### config.mk
export PLATFORM = sky130hd
export DESIGN_NAME = alsu_result_stage
export DESIGN_NICKNAME = d
export VERILOG_FILES = /design/src/rtl/alsu_result_stage.sv
export SDC_FILE = /design/constraint.sdc
export NUM_CORES = 1
export LEC_CHECK = 0
export CAP_MARGIN = 0
export CORE_MARGIN = 5
export CORE_UTILIZATION = 30
export DETAILED_ROUTE_END_ITERATION = 10
export MAX_ROUTING_LAYER = met4
export PLACE_DENSITY = 0.54
export SLEW_MARGIN = 0
export SYNTH_ARGS = -nofsm -noshare
export SYNTH_HDL_FRONTEND = slang
export SYNTH_SLANG_ARGS = --single-unit
### constraint.sdc
create_clock -name clk -period 3.9 [get_ports clk]
set_input_delay 0.975 -clock clk [delete_from_list [all_inputs] [get_ports clk]]
set_output_delay 0.975 -clock clk [all_outputs]
set_load 0.02 [all_outputs]
### src/rtl/alsu_result_stage.sv
// Execute-to-writeback stage: buffers ALSU results, owns the CCR and counts retired ops.
// Build option ALSU_RESULT_SKID_EN selects a 2-entry skid buffer with registered in_ready.
module alsu_result_stage #(
    parameter int DATA_W = 16,
    parameter int DEST_W = 3,
    parameter int CNT_W  = 16
) (
    input  logic              clk,
    input  logic              rst_n,
    input  logic              flush,
    input  logic              in_valid,
    output logic              in_ready,
    input  logic [DATA_W-1:0] in_r,
    input  logic              in_z,
    input  logic              in_n,
    input  logic              in_c,
    input  logic [2:0]        in_func,
    input  logic [DEST_W-1:0] in_dest,
    output logic              out_valid,
    input  logic              out_ready,
    output logic [DATA_W-1:0] out_data,
    output logic [DEST_W-1:0] out_dest,
    output logic [2:0]        ccr,
    output logic [CNT_W-1:0]  retired
);

    typedef enum logic [1:0] {EMPTY, ONE, TWO} state_t;

    typedef struct packed {
        logic [DATA_W-1:0] data;
        logic [DEST_W-1:0] dest;
        logic              z;
        logic              n;
        logic              c;
        logic [2:0]        func;
    } ent_t;

    state_t           state_q, state_d;
    ent_t             ent0_q, ent0_d;
    ent_t             new_ent;
    logic [2:0]       ccr_q, ccr_d;
    logic [CNT_W-1:0] retired_q, retired_d;
    logic             accept;
    logic             retire;
    logic             logic_op;

`ifdef ALSU_RESULT_SKID_EN
    ent_t ent1_q, ent1_d;
    logic in_ready_q, in_ready_d;
    assign in_ready = in_ready_q;
`else
    logic rst_done_q, rst_done_d;
    assign in_ready = rst_done_q & (~out_valid | out_ready);
`endif

    assign new_ent   = '{data: in_r, dest: in_dest, z: in_z, n: in_n, c: in_c, func: in_func};
    assign out_valid = (state_q != EMPTY);
    assign out_data  = ent0_q.data;
    assign out_dest  = ent0_q.dest;
    assign ccr       = ccr_q;
    assign retired   = retired_q;
    assign accept    = in_valid & in_ready;
    assign retire    = out_valid & out_ready;
    // AND/XOR/NOT have no meaningful carry, so the architectural C survives them
    assign logic_op  = (ent0_q.func == 3'd4) | (ent0_q.func == 3'd5) | (ent0_q.func == 3'd6);

    always_comb begin
        state_d   = state_q;
        ent0_d    = ent0_q;
        ccr_d     = ccr_q;
        retired_d = retired_q;
`ifdef ALSU_RESULT_SKID_EN
        ent1_d    = ent1_q;
`else
        rst_done_d = 1'b1;
`endif
        if (flush) begin
            state_d = EMPTY;
        end else begin
            if (retire) begin
                ccr_d     = logic_op ? {ent0_q.z, ent0_q.n, ccr_q[0]}
                                     : {ent0_q.z, ent0_q.n, ent0_q.c};
                retired_d = retired_q + {{(CNT_W-1){1'b0}}, 1'b1};
            end
            case (state_q)
                EMPTY: begin
                    if (accept) begin
                        ent0_d  = new_ent;
                        state_d = ONE;
                    end
                end
                ONE: begin
                    if (accept && retire) begin
                        ent0_d = new_ent;
                    end else if (retire) begin
                        state_d = EMPTY;
`ifdef ALSU_RESULT_SKID_EN
                    end else if (accept) begin
                        ent1_d  = new_ent;
                        state_d = TWO;
`endif
                    end
                end
`ifdef ALSU_RESULT_SKID_EN
                TWO: begin
                    if (retire) begin
                        ent0_d  = ent1_q;
                        state_d = ONE;
                    end
                end
`endif
                default: state_d = EMPTY;
            endcase
        end
`ifdef ALSU_RESULT_SKID_EN
        in_ready_d = (state_d != TWO);
`endif
    end

    always_ff @(posedge clk or negedge rst_n) begin
        if (!rst_n) begin
            state_q    <= EMPTY;
            ent0_q     <= '0;
            ccr_q      <= 3'b000;
            retired_q  <= '0;
`ifdef ALSU_RESULT_SKID_EN
            ent1_q     <= '0;
            in_ready_q <= 1'b0;
`else
            rst_done_q <= 1'b0;
`endif
        end else begin
            state_q    <= state_d;
            ent0_q     <= ent0_d;
            ccr_q      <= ccr_d;
            retired_q  <= retired_d;
`ifdef ALSU_RESULT_SKID_EN
            ent1_q     <= ent1_d;
            in_ready_q <= in_ready_d;
`else
            rst_done_q <= rst_done_d;
`endif
        end
    end

endmodule

Word-level counts from Yosys, hierarchy flattened. Index checks and enable logic that the tools add are counted. W data, S select, Z words.

Output and inout port bits: 40. Word-level logic and storage cells: 46. Register bits: 47.

Eq/ne operators: 9. Mux-type cells: 8. Add/subtract/negate cells: 1. Reductions and logical operators: 8. Bitwise logic cells: 9.

Operator list (count): $mux W25 (2); $pmux W25 S2 (1); $add A16 B1 Y16 const B (1); $eq A3 B3 Y1 const B (3); $ne A3 B3 Y1 const B (3); $mux W2 (4); $reduce_and A3 Y1 (2); $ne A2 B2 Y1 const B (2); $pmux W2 S2 (1); $reduce_and A4 Y1 (1); $reduce_bool A2 Y1 (2); $and A1 B1 Y1 (3); $not A1 Y1 (3); $or A1 B1 Y1 (3); $eq A2 B1 Y1 const B (1); $logic_not A2 Y1 (1); $reduce_and A2 Y1 (1); $logic_and A1 B1 Y1 (1).

Logic depth before layout (Yosys ltp).
Depth after elaboration: 9. Mapped depth: 5.

Worst setup path before layout. No wires, ideal clock.

Path kind: input to output. From: input out_ready. To: output in_ready. Data arrival time: 1.300 ns. Cell stages on the path: 2. Path slack: 1.625 ns. Cells stage by stage: nand2b_1 -> and2_4.

Cells in the longest elaborated chain, start to end: 2.

RTL lines: start, declared (RTL line 20) `input logic out_ready,`; $or A1 B1 Y1 (RTL line 53) `assign in_ready = rst_done_q & (~out_valid | out_ready);`; $and A1 B1 Y1 (RTL line 53); end, declared (RTL line 12) `output logic in_ready,`.

Every way passes these cells.

Final worst setup path. Ends and elaborated chain as after synthesis.

==> impl_metrics.py <==
metrics = {
    "status": {
        "outcome": "complete, no violations",
    },
    "routing": {
        "viasPerCell": 4.211,
        "wl_per_cell_um": 13.27,
        "vias": 1276,
        "drt_pass1_iterations": 4,
        "routed_wl_mm": 4.020,
        "drt_iter0_drc": 35,
        "drc": 0,
        "postRouteAntennaNets": 0,
    },
    "final_layout": {
        "antenna_cells": 0,
        "layout-drive-gt1-share_pct": 18.84,
        "nets": 237,
        "multi_input_area_um2": 770.7,
        "syn2layout_area_growth_pct": 34.51,
        "fin_util_pct": 41.49,
        "fillCellCount": 656,
        "stdcell_area_mm2": 0.002819,
        "regArea_mm2": 0.001151,
        "finalNonFillerCells": 303,
    },
    "placed_design": {
        "place_area_mm2": 0.002728,
        "dp.cells": 295,
        "post-dp-hpwl_mm": 2.897,
        "port_buffers": 69,
        "routabilityCongestion": 0.7110,
    },
    "cts": {
        "clock_tree.buffer_depth": 2,
        "cts_setup_buffers": 0,
        "cts_sinks": 46,
        "cts_hold_buf": 0,
        "path_clk_slew_ns": 0.08,
        "cts_tree": "built",
        "clk_latency_ns": 0.29,
        "cts_resized": 0,
        "clockRootBuffer": "clkbuf_8",
        "cts_buffers": 5,
        "htreeDepth": 2,
    },
    "pwr": {
        "p_per_area_mw_per_mm2": 459.3,
        "p_leak_nw": 1.275,
        "ir_drop_mv": 0.1777,
    },
    "synthesis": {
        "synth-seq-area-share_pct": 54.93,
        "synth_warnings": 0,
        "synth_nets": 184,
        "yosysUniqueCellTypes": 26,
        "netlist_area_mm2": 0.002096,
        "ys_ff_latch": 46,
        "netlist_instances": 153,
        "syn_avg_cell_area_um2": 13.70,
    },
    "grt": {
        "grtUsageTotal_pct": 9.861,
        "grt_pass1_vias": 1290,
        "antenna_found_initial": 0,
        "grt_max_degree": 47,
        "overflow": 0,
        "grt_pass1_wl_mm": 6.548,
    },
    "timing": {
        "max_freq_mhz": 294.4,
        "worst_pin_slew_ns": 1.031,
        "skew_ns": 0.004142,
        "maxSlewHeadroom_pct": 31.26,
        "holdWs_ns": 0.4723,
        "hold_violations": 0,
        "setup_viol": 0,
        "final.setup.tns_ns": 0,
        "drv_slew": 0,
        "period_share_pct": 87.10,
        "rsz0062_at_grt": "no",
        "fin_crit_ns": 3.397,
    },
    "worst_setup_path": {
        "r2r-start": "state_q[0]",
        "critPathLaunchType": "primary input",
        "reg2reg_setup_slack_ns": 2.19,
        "path_max_fanout": 3,
        "cp.required_ns": 2.92,
        "r2r_end": "ent0_q[4]",
        "critPathKind": "in2out",
        "r2r_cells": 4,
        "end_kind": "output port",
        "cp-startpoint": "out_ready",
        "crit_end": "in_ready",
        "crit_arrival_ns": 2.42,
    },
    "worst_hold_path": {
        "holdCritPathClass": "reg2reg",
    },
    "floorplanning": {
        "num_rows": 30,
        "io_pins": 70,
        "die_h_um": 93.58,
        "die_area_mm2": 0.008757,
        "die_w_um": 93.58,
        "core_mm2": 0.006794,
        "start_util_pct": 30.85,
    },
    "job": {
        "timing.max_cap.violations": 0,
    },
}
## area by class of cell
cell class,count,share of cell area (%)
clock buffers,7,3.063
well taps,96,4.261
flip-flops and latches,46,40.83
multi-input cells,84,27.34
repair buffers,69,24.32
clock inverters,1,0.1775
## placed cells by master, fill, tap and decap left out
master	count
a21oi_1	1
and2_4	1
and3_1	2
and3b_1	1
buf_2	1
clkbuf_1	1
clkbuf_8	6
clkdlybuf4s50_1	68
clkinv_2	1
conb_1	1
dfrtp_1	46
ha_1	1
mux2_2	7
mux2_4	19
nand2_1	13
nand2b_1	1
nand3_1	9
nand3b_4	2
nand4_1	4
nor2_1	1
nor3_1	2
nor4_1	1
nor4_2	1
nor4_4	1
o21ai_0	1
xnor2_1	12
xor2_1	3
## worst max-delay path, cell delays in order
cell and delay [ns]:
clkdlybuf4s50_1 0.53, nand2b_1 0.14, and2_4 0.17, clkdlybuf4s50_1 0.60
## how the worst min path moves through the flow
stage / cells after the start / endpoint / startpoint
6_report: 1 / retired[15] / retired[15]
5_1_grt: 1 / retired[15] / retired[15]
4_1_cts: 1 / retired[15] / retired[15]
3_5_place_dp: 2 / ccr[1] / ent0_q[4]
3_3_place_gp: 2 / ccr[2] / ent0_q[5]
2_1_floorplan: 2 / ccr[1] / ent0_q[4]
## registers in the layout (all words and copies together), names as in the netlist
name,cells
retired,16
ccr,3
state_q,1
rst_done_q,1
out_data,16
out_dest,3
ent0_q,6
## cell usage after synthesis
cell type | number | share of area (%)
dfrtp_1 | 46 | 55
buf_4 | 19 | 6.8
mux2_4 | 19 | 14
nand2_1 | 13 | 2.3
xnor2_1 | 12 | 5.0
nand3_1 | 9 | 2.1
mux2_2 | 7 | 3.8
nand4_1 | 4 | 1.2
xor2_1 | 3 | 1.3
and3_1 | 2 | 0.60
buf_6 | 2 | 1.1
nand3b_4 | 2 | 1.9
nor3_1 | 2 | 0.48
a21oi_1 | 1 | 0.24
and2_4 | 1 | 0.42
and3b_1 | 1 | 0.42
buf_2 | 1 | 0.24
clkbuf_1 | 1 | 0.18
conb_1 | 1 | 0.18
ha_1 | 1 | 0.60
nand2b_1 | 1 | 0.30
nor2_1 | 1 | 0.18
nor4_1 | 1 | 0.30
nor4_2 | 1 | 0.60
nor4_4 | 1 | 1.0
o21ai_0 | 1 | 0.24
## routing by layer
layer  track usage (%)  wire, um
met2             15.19      1942
met3             3.379       273
met1             12.33      1779
met5                 -         0
met4             2.888        24
## stage by stage
stage | worst slack, ns | total power, W
final | 0.5030 | 0.001295
after global routing | 0.4461 | 0.001373
after CTS | 0.4889 | 0.001324
after detailed placement | 0.4889 | 0.001014
after global placement | 0.5013 | 0.001010
after floorplan | 1.625 | 0.0008706
## report_power, final
part,internal [W],total (W),switching (W)
Sequential,0.000556,0.000616,0.0000598
Clock,0.000143,0.000297,0.000154
Combinational,0.000221,0.000382,0.000161
Total,0.000920,0.00129,0.000375
## kinds of logic after synthesis
kind of cell,count (synthesis),synth area share (%)
simple gates,39,11.88
compound gates,2,0.4772
other cells,1,0.1789
buf+inv,23,8.298
xor+xnor,15,6.269
fa+ha+maj,1,0.5969
mux,26,17.37
flops,46,54.93
(Power assumes the default switching activity.)
